===== src/rtl/alu_ctl_pkg.sv =====
// rtl/alu_ctl_pkg.sv - shared constants and types for alu_control_pipe
package alu_ctl_pkg;

    // ALU operation codes (low 4 bits of ALUCtr)
    localparam logic [3:0] CTR_ADD  = 4'd0;
    localparam logic [3:0] CTR_SUB  = 4'd1;
    localparam logic [3:0] CTR_AND  = 4'd2;
    localparam logic [3:0] CTR_OR   = 4'd3;
    localparam logic [3:0] CTR_SLL  = 4'd4;
    localparam logic [3:0] CTR_LUI  = 4'd5;
    localparam logic [3:0] CTR_XOR  = 4'd6;
    localparam logic [3:0] CTR_SLT  = 4'd7;
    localparam logic [3:0] CTR_SLTU = 4'd8;
    localparam logic [3:0] CTR_NOR  = 4'd9;
    localparam logic [3:0] CTR_SRL  = 4'd10;
    localparam logic [3:0] CTR_SRA  = 4'd11;
    localparam logic [3:0] CTR_PASS = 4'd12;

    // R-type function fields
    localparam logic [5:0] F_SLL   = 6'b000000;
    localparam logic [5:0] F_SRL   = 6'b000010;
    localparam logic [5:0] F_SRA   = 6'b000011;
    localparam logic [5:0] F_MFHI  = 6'b010000;
    localparam logic [5:0] F_MFLO  = 6'b010010;
    localparam logic [5:0] F_MULT  = 6'b011000;
    localparam logic [5:0] F_MULTU = 6'b011001;
    localparam logic [5:0] F_DIV   = 6'b011010;
    localparam logic [5:0] F_DIVU  = 6'b011011;
    localparam logic [5:0] F_ADD   = 6'b100000;
    localparam logic [5:0] F_ADDU  = 6'b100001;
    localparam logic [5:0] F_SUB   = 6'b100010;
    localparam logic [5:0] F_SUBU  = 6'b100011;
    localparam logic [5:0] F_AND   = 6'b100100;
    localparam logic [5:0] F_OR    = 6'b100101;
    localparam logic [5:0] F_XOR   = 6'b100110;
    localparam logic [5:0] F_NOR   = 6'b100111;
    localparam logic [5:0] F_SLT   = 6'b101010;
    localparam logic [5:0] F_SLTU  = 6'b101011;

    // Main-control op classes; bit 3 set means R-type
    localparam logic [3:0] OP_LS   = 4'b0000;
    localparam logic [3:0] OP_BR   = 4'b0001;
    localparam logic [3:0] OP_ANDI = 4'b0010;
    localparam logic [3:0] OP_ORI  = 4'b0011;
    localparam logic [3:0] OP_ADDI = 4'b0100;
    localparam logic [3:0] OP_LUI  = 4'b0101;
    localparam logic [3:0] OP_XORI = 4'b0110;
    localparam logic [3:0] OP_SLTI = 4'b0111;
    localparam logic [3:0] OP_RTYPE = 4'b1000;

    // Multiply/divide operation encodings
    localparam logic [1:0] MD_MULT  = 2'b00;
    localparam logic [1:0] MD_MULTU = 2'b01;
    localparam logic [1:0] MD_DIV   = 2'b10;
    localparam logic [1:0] MD_DIVU  = 2'b11;

    typedef enum logic {
        MD_IDLE = 1'b0,
        MD_RUN  = 1'b1
    } md_state_t;

endpackage


===== src/rtl/alu_control_pipe_if.sv =====
// rtl/alu_control_pipe_if.sv - decode-side bundle for alu_control_pipe
interface alu_control_pipe_if #(
    parameter int CTR_W = 4
);
    logic             valid_in;
    logic [3:0]       ALUOp;
    logic [5:0]       func;
    logic             stall;
    logic             flush;
    logic             stall_req;
    logic             valid_out;
    logic             ALUSrcA;
    logic             ALUSrcB;
    logic [CTR_W-1:0] ALUCtr;
    logic             illegal_op;
    logic             md_start;
    logic [1:0]       md_op;
    logic             md_busy;
    logic             md_done;

    modport master (
        output valid_in, ALUOp, func, stall, flush,
        input  stall_req, valid_out, ALUSrcA, ALUSrcB, ALUCtr, illegal_op,
               md_start, md_op, md_busy, md_done
    );

    modport slave (
        input  valid_in, ALUOp, func, stall, flush,
        output stall_req, valid_out, ALUSrcA, ALUSrcB, ALUCtr, illegal_op,
               md_start, md_op, md_busy, md_done
    );
endinterface


===== src/rtl/md_seq.sv =====
// rtl/md_seq.sv - multiply/divide busy counter and sequencer FSM
module md_seq
    import alu_ctl_pkg::*;
#(
    parameter int MUL_CYCLES = 4,
    parameter int DIV_CYCLES = 32,
    parameter int CNT_W      = 6
) (
    input  logic clk,
    input  logic rst_n,
    input  logic start,
    input  logic is_div,
    output logic busy,
    output logic done
);
    md_state_t        state, state_nx;
    logic [CNT_W-1:0] cnt, cnt_nx;

    // State and counter registers; only reset can abort a running sequence
    always_ff @(posedge clk or negedge rst_n) begin
        if (!rst_n) begin
            state <= MD_IDLE;
            cnt   <= '0;
        end else begin
            state <= state_nx;
            cnt   <= cnt_nx;
        end
    end

    // Next state: load the latency on start, count down to zero, then idle
    always_comb begin
        state_nx = state;
        cnt_nx   = cnt;
        case (state)
            MD_IDLE: begin
                if (start) begin
                    state_nx = MD_RUN;
                    cnt_nx   = is_div ? CNT_W'(DIV_CYCLES - 1) : CNT_W'(MUL_CYCLES - 1);
                end
            end
            MD_RUN: begin
                if (cnt == '0) begin
                    state_nx = MD_IDLE;
                end else begin
                    cnt_nx = cnt - 1'b1;
                end
            end
            default: state_nx = MD_IDLE;
        endcase
    end

    assign busy = (state == MD_RUN);
    assign done = busy && (cnt == '0);

endmodule


===== src/rtl/alu_control_pipe.sv =====
// rtl/alu_control_pipe.sv - registered ALU-control decoder with MULT/DIV sequencer; ALUCTL_DIV_EN enables DIV/DIVU
module alu_control_pipe
    import alu_ctl_pkg::*;
#(
    parameter int CTR_W      = 4,
    parameter int MUL_CYCLES = 4,
    parameter int DIV_CYCLES = 32,
    parameter int CNT_W      = 6
) (
    input  logic            clk,
    input  logic            rst_n,
    alu_control_pipe_if.slave bus
);
    logic [3:0] dec_ctr;
    logic       dec_a;
    logic       dec_b;
    logic       dec_ill;
    logic       dec_md;
    logic       dec_mf;
    logic [1:0] dec_op;
    logic       accept;
    logic       seq_start;

    // Decode ALUOp/func into operand selects, ALU code and MD classification
    always_comb begin
        dec_ctr = CTR_ADD;
        dec_a   = 1'b0;
        dec_b   = 1'b0;
        dec_ill = 1'b0;
        dec_md  = 1'b0;
        dec_mf  = 1'b0;
        dec_op  = MD_MULT;
        if (bus.ALUOp[3]) begin
            case (bus.func)
                F_ADD, F_ADDU: dec_ctr = CTR_ADD;
                F_SUB, F_SUBU: dec_ctr = CTR_SUB;
                F_AND:         dec_ctr = CTR_AND;
                F_OR:          dec_ctr = CTR_OR;
                F_XOR:         dec_ctr = CTR_XOR;
                F_NOR:         dec_ctr = CTR_NOR;
                F_SLT:         dec_ctr = CTR_SLT;
                F_SLTU:        dec_ctr = CTR_SLTU;
                F_SLL:   begin dec_ctr = CTR_SLL; dec_a = 1'b1; end
                F_SRL:   begin dec_ctr = CTR_SRL; dec_a = 1'b1; end
                F_SRA:   begin dec_ctr = CTR_SRA; dec_a = 1'b1; end
                F_MFHI, F_MFLO: begin dec_ctr = CTR_PASS; dec_mf = 1'b1; end
                F_MULT:  begin dec_ctr = CTR_PASS; dec_md = 1'b1; dec_op = MD_MULT;  end
                F_MULTU: begin dec_ctr = CTR_PASS; dec_md = 1'b1; dec_op = MD_MULTU; end
`ifdef ALUCTL_DIV_EN
                F_DIV:   begin dec_ctr = CTR_PASS; dec_md = 1'b1; dec_op = MD_DIV;   end
                F_DIVU:  begin dec_ctr = CTR_PASS; dec_md = 1'b1; dec_op = MD_DIVU;  end
`endif
                default: dec_ill = 1'b1;
            endcase
        end else begin
            dec_b = 1'b1;
            case (bus.ALUOp)
                OP_BR:   begin dec_ctr = CTR_SUB; dec_b = 1'b0; end
                OP_ANDI: dec_ctr = CTR_AND;
                OP_ORI:  dec_ctr = CTR_OR;
                OP_LUI:  dec_ctr = CTR_LUI;
                OP_XORI: dec_ctr = CTR_XOR;
                OP_SLTI: dec_ctr = CTR_SLT;
                OP_LS, OP_ADDI: dec_ctr = CTR_ADD;
                default: dec_ctr = CTR_ADD;
            endcase
        end
    end

    // HI/LO hazard: an MD op or MFHI/MFLO must wait while a sequence is live
    assign bus.stall_req = bus.valid_in && (dec_md || dec_mf) && (bus.md_busy || bus.md_start);
    assign accept        = bus.valid_in && !bus.stall && !bus.stall_req && !bus.flush;
    assign seq_start     = accept && dec_md;

    // EX-stage control register: flush beats stall, stall holds everything
    always_ff @(posedge clk or negedge rst_n) begin
        if (!rst_n) begin
            bus.valid_out  <= 1'b0;
            bus.ALUSrcA    <= 1'b0;
            bus.ALUSrcB    <= 1'b0;
            bus.ALUCtr     <= '0;
            bus.illegal_op <= 1'b0;
            bus.md_start   <= 1'b0;
            bus.md_op      <= MD_MULT;
        end else if (bus.flush) begin
            bus.valid_out  <= 1'b0;
            bus.ALUSrcA    <= 1'b0;
            bus.ALUSrcB    <= 1'b0;
            bus.ALUCtr     <= '0;
            bus.illegal_op <= 1'b0;
            bus.md_start   <= 1'b0;
            bus.md_op      <= MD_MULT;
        end else if (!bus.stall) begin
            bus.valid_out  <= bus.valid_in && !bus.stall_req;
            bus.ALUSrcA    <= dec_a;
            bus.ALUSrcB    <= dec_b;
            bus.ALUCtr     <= CTR_W'(dec_ctr);
            bus.illegal_op <= dec_ill;
            bus.md_start   <= seq_start;
            bus.md_op      <= dec_op;
        end
    end

    md_seq #(
        .MUL_CYCLES (MUL_CYCLES),
        .DIV_CYCLES (DIV_CYCLES),
        .CNT_W      (CNT_W)
    ) u_md_seq (
        .clk    (clk),
        .rst_n  (rst_n),
        .start  (seq_start),
        .is_div (dec_op[1]),
        .busy   (bus.md_busy),
        .done   (bus.md_done)
    );

endmodule


===== src/flat_wrapper.sv =====
// flat-port wrapper written by rule: the top's interface ports become plain ports
module alu_control_pipe_flat import alu_ctl_pkg::*;
#(
    parameter int CTR_W      = 4,
    parameter int MUL_CYCLES = 4,
    parameter int DIV_CYCLES = 32,
    parameter int CNT_W      = 6
)
  (clk, rst_n, bus_valid_in, bus_ALUOp, bus_func, bus_stall, bus_flush, bus_stall_req, bus_valid_out, bus_ALUSrcA, bus_ALUSrcB, bus_ALUCtr, bus_illegal_op, bus_md_start, bus_md_op, bus_md_busy, bus_md_done);
  alu_control_pipe_if #(.CTR_W(CTR_W)) bus_i ();
  input  logic clk;
  input  logic rst_n;
  input wire logic [$bits(bus_i.valid_in)-1:0] bus_valid_in;
  input wire logic [$bits(bus_i.ALUOp)-1:0] bus_ALUOp;
  input wire logic [$bits(bus_i.func)-1:0] bus_func;
  input wire logic [$bits(bus_i.stall)-1:0] bus_stall;
  input wire logic [$bits(bus_i.flush)-1:0] bus_flush;
  output wire logic [$bits(bus_i.stall_req)-1:0] bus_stall_req;
  output wire logic [$bits(bus_i.valid_out)-1:0] bus_valid_out;
  output wire logic [$bits(bus_i.ALUSrcA)-1:0] bus_ALUSrcA;
  output wire logic [$bits(bus_i.ALUSrcB)-1:0] bus_ALUSrcB;
  output wire logic [$bits(bus_i.ALUCtr)-1:0] bus_ALUCtr;
  output wire logic [$bits(bus_i.illegal_op)-1:0] bus_illegal_op;
  output wire logic [$bits(bus_i.md_start)-1:0] bus_md_start;
  output wire logic [$bits(bus_i.md_op)-1:0] bus_md_op;
  output wire logic [$bits(bus_i.md_busy)-1:0] bus_md_busy;
  output wire logic [$bits(bus_i.md_done)-1:0] bus_md_done;
  assign bus_i.valid_in = bus_valid_in;
  assign bus_i.ALUOp = bus_ALUOp;
  assign bus_i.func = bus_func;
  assign bus_i.stall = bus_stall;
  assign bus_i.flush = bus_flush;
  assign bus_stall_req = bus_i.stall_req;
  assign bus_valid_out = bus_i.valid_out;
  assign bus_ALUSrcA = bus_i.ALUSrcA;
  assign bus_ALUSrcB = bus_i.ALUSrcB;
  assign bus_ALUCtr = bus_i.ALUCtr;
  assign bus_illegal_op = bus_i.illegal_op;
  assign bus_md_start = bus_i.md_start;
  assign bus_md_op = bus_i.md_op;
  assign bus_md_busy = bus_i.md_busy;
  assign bus_md_done = bus_i.md_done;
  alu_control_pipe #(.CTR_W(CTR_W), .MUL_CYCLES(MUL_CYCLES), .DIV_CYCLES(DIV_CYCLES), .CNT_W(CNT_W)) u_core (.clk(clk), .rst_n(rst_n), .bus(bus_i));
endmodule

===== config.mk =====
export PLATFORM = sky130hd
export DESIGN_NAME = alu_control_pipe_flat
export DESIGN_NICKNAME = d
export VERILOG_FILES = /design/src/rtl/alu_ctl_pkg.sv /design/src/rtl/alu_control_pipe_if.sv /design/src/rtl/md_seq.sv /design/src/rtl/alu_control_pipe.sv /design/src/flat_wrapper.sv
export SDC_FILE = /design/constraint.sdc
export NUM_CORES = 1
export LEC_CHECK = 0
export ABC_AREA = 1
export BUFFER_PORTS_ARGS = -buffer_cell sky130_fd_sc_hd__buf_2
export CAP_MARGIN = 10
export CELL_PAD_IN_SITES_DETAIL_PLACEMENT = 1
export CELL_PAD_IN_SITES_GLOBAL_PLACEMENT = 2
export CORE_ASPECT_RATIO = 1.75
export CORE_MARGIN = 4
export CORE_UTILIZATION = 28
export CTS_CLUSTER_DIAMETER = 200
export DETAILED_ROUTE_END_ITERATION = 16
export PLACE_DENSITY_LB_ADDON = 0.1
export SLEW_MARGIN = 10
export SYNTH_ARGS = -nofsm -noshare
export SYNTH_HDL_FRONTEND = slang
export SYNTH_SLANG_ARGS = --single-unit
export TNS_END_PERCENT = 100

===== constraint.sdc =====
create_clock -name clk -period 1.9 [get_ports clk]
set_input_delay 0.095 -clock clk [delete_from_list [all_inputs] [get_ports clk]]
set_output_delay 0.095 -clock clk [all_outputs]
set_load 0.005 [all_outputs]

==> flow_metrics.py <==
metrics = {
    "floorplan": {
        "die_y_um": 91.3,
        "io_pins": 29,
        "core-area_um2": 3870,
        "dieArea_um2": 5080,
        "start_util": 0.287,
        "die_x_um": 55.6,
        "std_cell_rows": 30,
    },
    "critical_path": {
        "critPathKind": "flip-flop to flip-flop",
        "path_buf_inv": 2,
        "max_stage_delay_ns": 0.41,
        "path_delay_family": "simple AND/OR/NAND/NOR gates",
        "critPathCaptureType": "flip-flop",
        "worstPathArrival_ns": 1.71,
        "crit_chain": "inv_1, ha_1, nor3b_2, nand4_1, nand2_2, inv_1, nand2_1, nand2_1",
        "crit_slowest_cell": "dfrtp_1",
        "crit_fanout": 8,
        "critPathLaunchType": "flip-flop",
        "required_ns": 2.04,
    },
    "placed_design": {
        "routabilityCongestion": 0.832,
        "hpwlAfterDp_mm": 2.65,
        "placed_area_um2": 1300,
        "place_inst": 231,
        "port_buffers": 27,
        "dpl_worst_slack_ns": 0.304,
    },
    "synth": {
        "ys_types": 26,
        "yosys_warnings": 0,
        "synthMuxAreaShare": 0,
        "synth_compound_area_frac": 0.0462,
        "syn-num-nets": 173,
        "yosys.area_share.simple": 0.452,
        "avgSynthCellArea_um2": 7.08,
        "syn_inst": 157,
        "ys_ff_latch": 17,
        "synthesis.area_um2": 1110,
        "synth_fa_ha_area_frac": 0.0113,
        "synth_top_family_by_area": "simple AND/OR/NAND/NOR gates",
        "yosysSeqAreaShare": 0.383,
        "synthXorXnorAreaFrac": 0.0236,
    },
    "sta": {
        "slew_headroom": 0.544,
        "clock_skew_ns": 0.00302,
        "fin_setup_tns_ns": 0,
        "slew_violations": 0,
        "fin_crit_ns": 1.57,
        "post-route-period-util": 0.828,
        "max_freq_mhz": 636,
        "worst_slew_pin_slew_ns": 0.682,
        "setup_viol": 0,
        "hold_viol_final": 0,
        "rsz0062_at_grt": "no",
        "setup_ws_ns": 0.327,
    },
    "route": {
        "via_per_inst": 4.58,
        "wl_mm": 2.99,
        "dr_total_vias": 1082,
        "first_pass_iters": 3,
        "drc": 0,
        "drt-initial-drc-count": 18,
        "wl_per_cell_um": 12.7,
        "ant_nets": 0,
    },
    "cts": {
        "cts-root-buf": "clkbuf_8",
        "cts_setup_buffers": 0,
        "cts_tree": "done",
        "clockBufferDepth": 2,
        "clock_sinks": 17,
        "clkTransAtPathRegs_ns": 0.06,
        "htreeDepth": 1,
        "clock_latency_ns": 0.25,
        "cts_made_buffers": 3,
    },
    "grt": {
        "track_usage": 0.132,
        "grt-ovfl-total": 0,
        "grt_pass1_wl_mm": 5.39,
        "grt_antenna_before_repair": 0,
        "grt_max_degree": 18,
        "grt_pass1_vias": 1214,
    },
    "cells_and_area": {
        "fin_nets": 205,
        "fin_area_um2": 1350,
        "layout-drive-gt1-share": 0.229,
        "final_cells": 236,
        "syn_to_final_growth_pct": 21.8,
        "fillers": 510,
        "final_common_cell": "nand2_1",
        "antennaDiodeCount": 0,
        "layout_common_cells": "nand2_1 (49), buf_2 (27), inv_1 (21)",
    },
    "outcome": {
        "outcome": "complete, no violations",
    },
    "pwr": {
        "leakage_nw": 0.798,
        "max-vdd-ir-drop_mv": 0.273,
        "pwr_density_cell_nw_per_um2": 767,
        "power.total_mw": 1.04,
    },
    "run": {
        "max_cap_violations": 0,
    },
    "min_path": {
        "holdCritPathClass": "input port to flip-flop",
    },
}
[final timing paths]
check                                       startpoint                      to  slack, ns  depth (start not counted)
worst max-delay path            u_core.u_md_seq.cnt[0]  u_core.u_md_seq.cnt[3]       0.33                          8
worst min-delay path                      bus_ALUOp[2]      u_core.bus.ALUSrcB       0.13                          3
worst max register to register  u_core.u_md_seq.cnt[0]  u_core.u_md_seq.cnt[3]       0.33                          8
worst min register to register    u_core.bus.valid_out    u_core.bus.valid_out       0.48                          2
max in group asynchronous                        rst_n  u_core.u_md_seq.cnt[1]       1.32                          2
min in group asynchronous                        rst_n     u_core.bus.md_op[0]       0.30                          2
[tightest hold or removal path, cell delays in order]
cell	delay, ns
buf_2	0.08
nor2_1	0.03
o21ai_0	0.13
[synth_stat cells (all sizes together)]
cell,number,area (um^2)
nand2,53,219
inv,22,82.6
nor2,22,95.1
nand3,21,123
dfrtp,17,425
nand4,4,25.0
o21ai,4,20.0
xor2,3,26.3
nor3,2,21.3
a21boi,1,7.51
a22o,1,8.76
buf,1,7.51
conb,1,3.75
ha,1,12.5
nor3b,1,12.5
o211ai,1,7.51
o31ai,1,7.51
or2,1,6.26
[cell families (layout without fill, tap and decap cells)]
kind of cell	Yosys count	after routing
adder cells (fa/ha/maj)	1	1
buffers and inverters	23	54
XOR/XNOR	3	3
other	1	1
AO/OA/AOI/OAI	8	8
flip-flops	17	17
AND/OR/NAND/NOR	104	104
[what timing repair did]
| item | in CTS | in global routing |
|---|---|---|
| endpoints found under the hold margin | 17 | 0 |
| resized for setup | 0 | 0 |
| hold buffers | 1 | 0 |
[sequential cells by signal (all words and copies together), names as in the netlist]
register and count:
u_core.u_md_seq.cnt 6, u_core.u_md_seq.busy 1, u_core.bus.illegal_op 1, u_core.bus.md_op 1
u_core.bus.md_start 1, u_core.bus.ALUSrcB 1, u_core.bus.valid_out 1, u_core.bus.ALUSrcA 1
u_core.bus.ALUCtr 4
[area by class of cell]
type,count,area [um^2],share of cell area
multi-input combinational,117,596,0.440
sequential,17,425,0.314
timing repair buffer,28,145,0.107
inverter,22,82.6,0.0610
tap,48,60.1,0.0444
clock buffer,4,45.0,0.0333
[routing by layer]
layer / global-route usage / part of all wire / up-vias
li1: - / - / 552
met1: 0.132 / 0.35 / 506
met2: 0.262 / 0.60 / 19
met3: 0.0114 / 0.030 / 5
met4: 0.0588 / 0.019 / 0
met5: 0 / 0 / -
[per-stage QoR]
stage / utilization / hold WS [ns]
3_3_place_gp: 0.336 / 0.0356
5_1_grt: 0.350 / 0.156
4_1_cts: 0.350 / 0.137
6_report: 0.350 / 0.130
2_1_floorplan: - / -0.201
3_5_place_dp: 0.336 / 0.0438
[report_power, final]
part / switching [mW] / leakage, nW / total, mW / internal (mW)
registers: 0.0612 / 0.228 / 0.476 / 0.415
clock network: 0.114 / 0.0228 / 0.262 / 0.149
logic: 0.179 / 0.548 / 0.300 / 0.121
(Power assumes the default switching activity.)
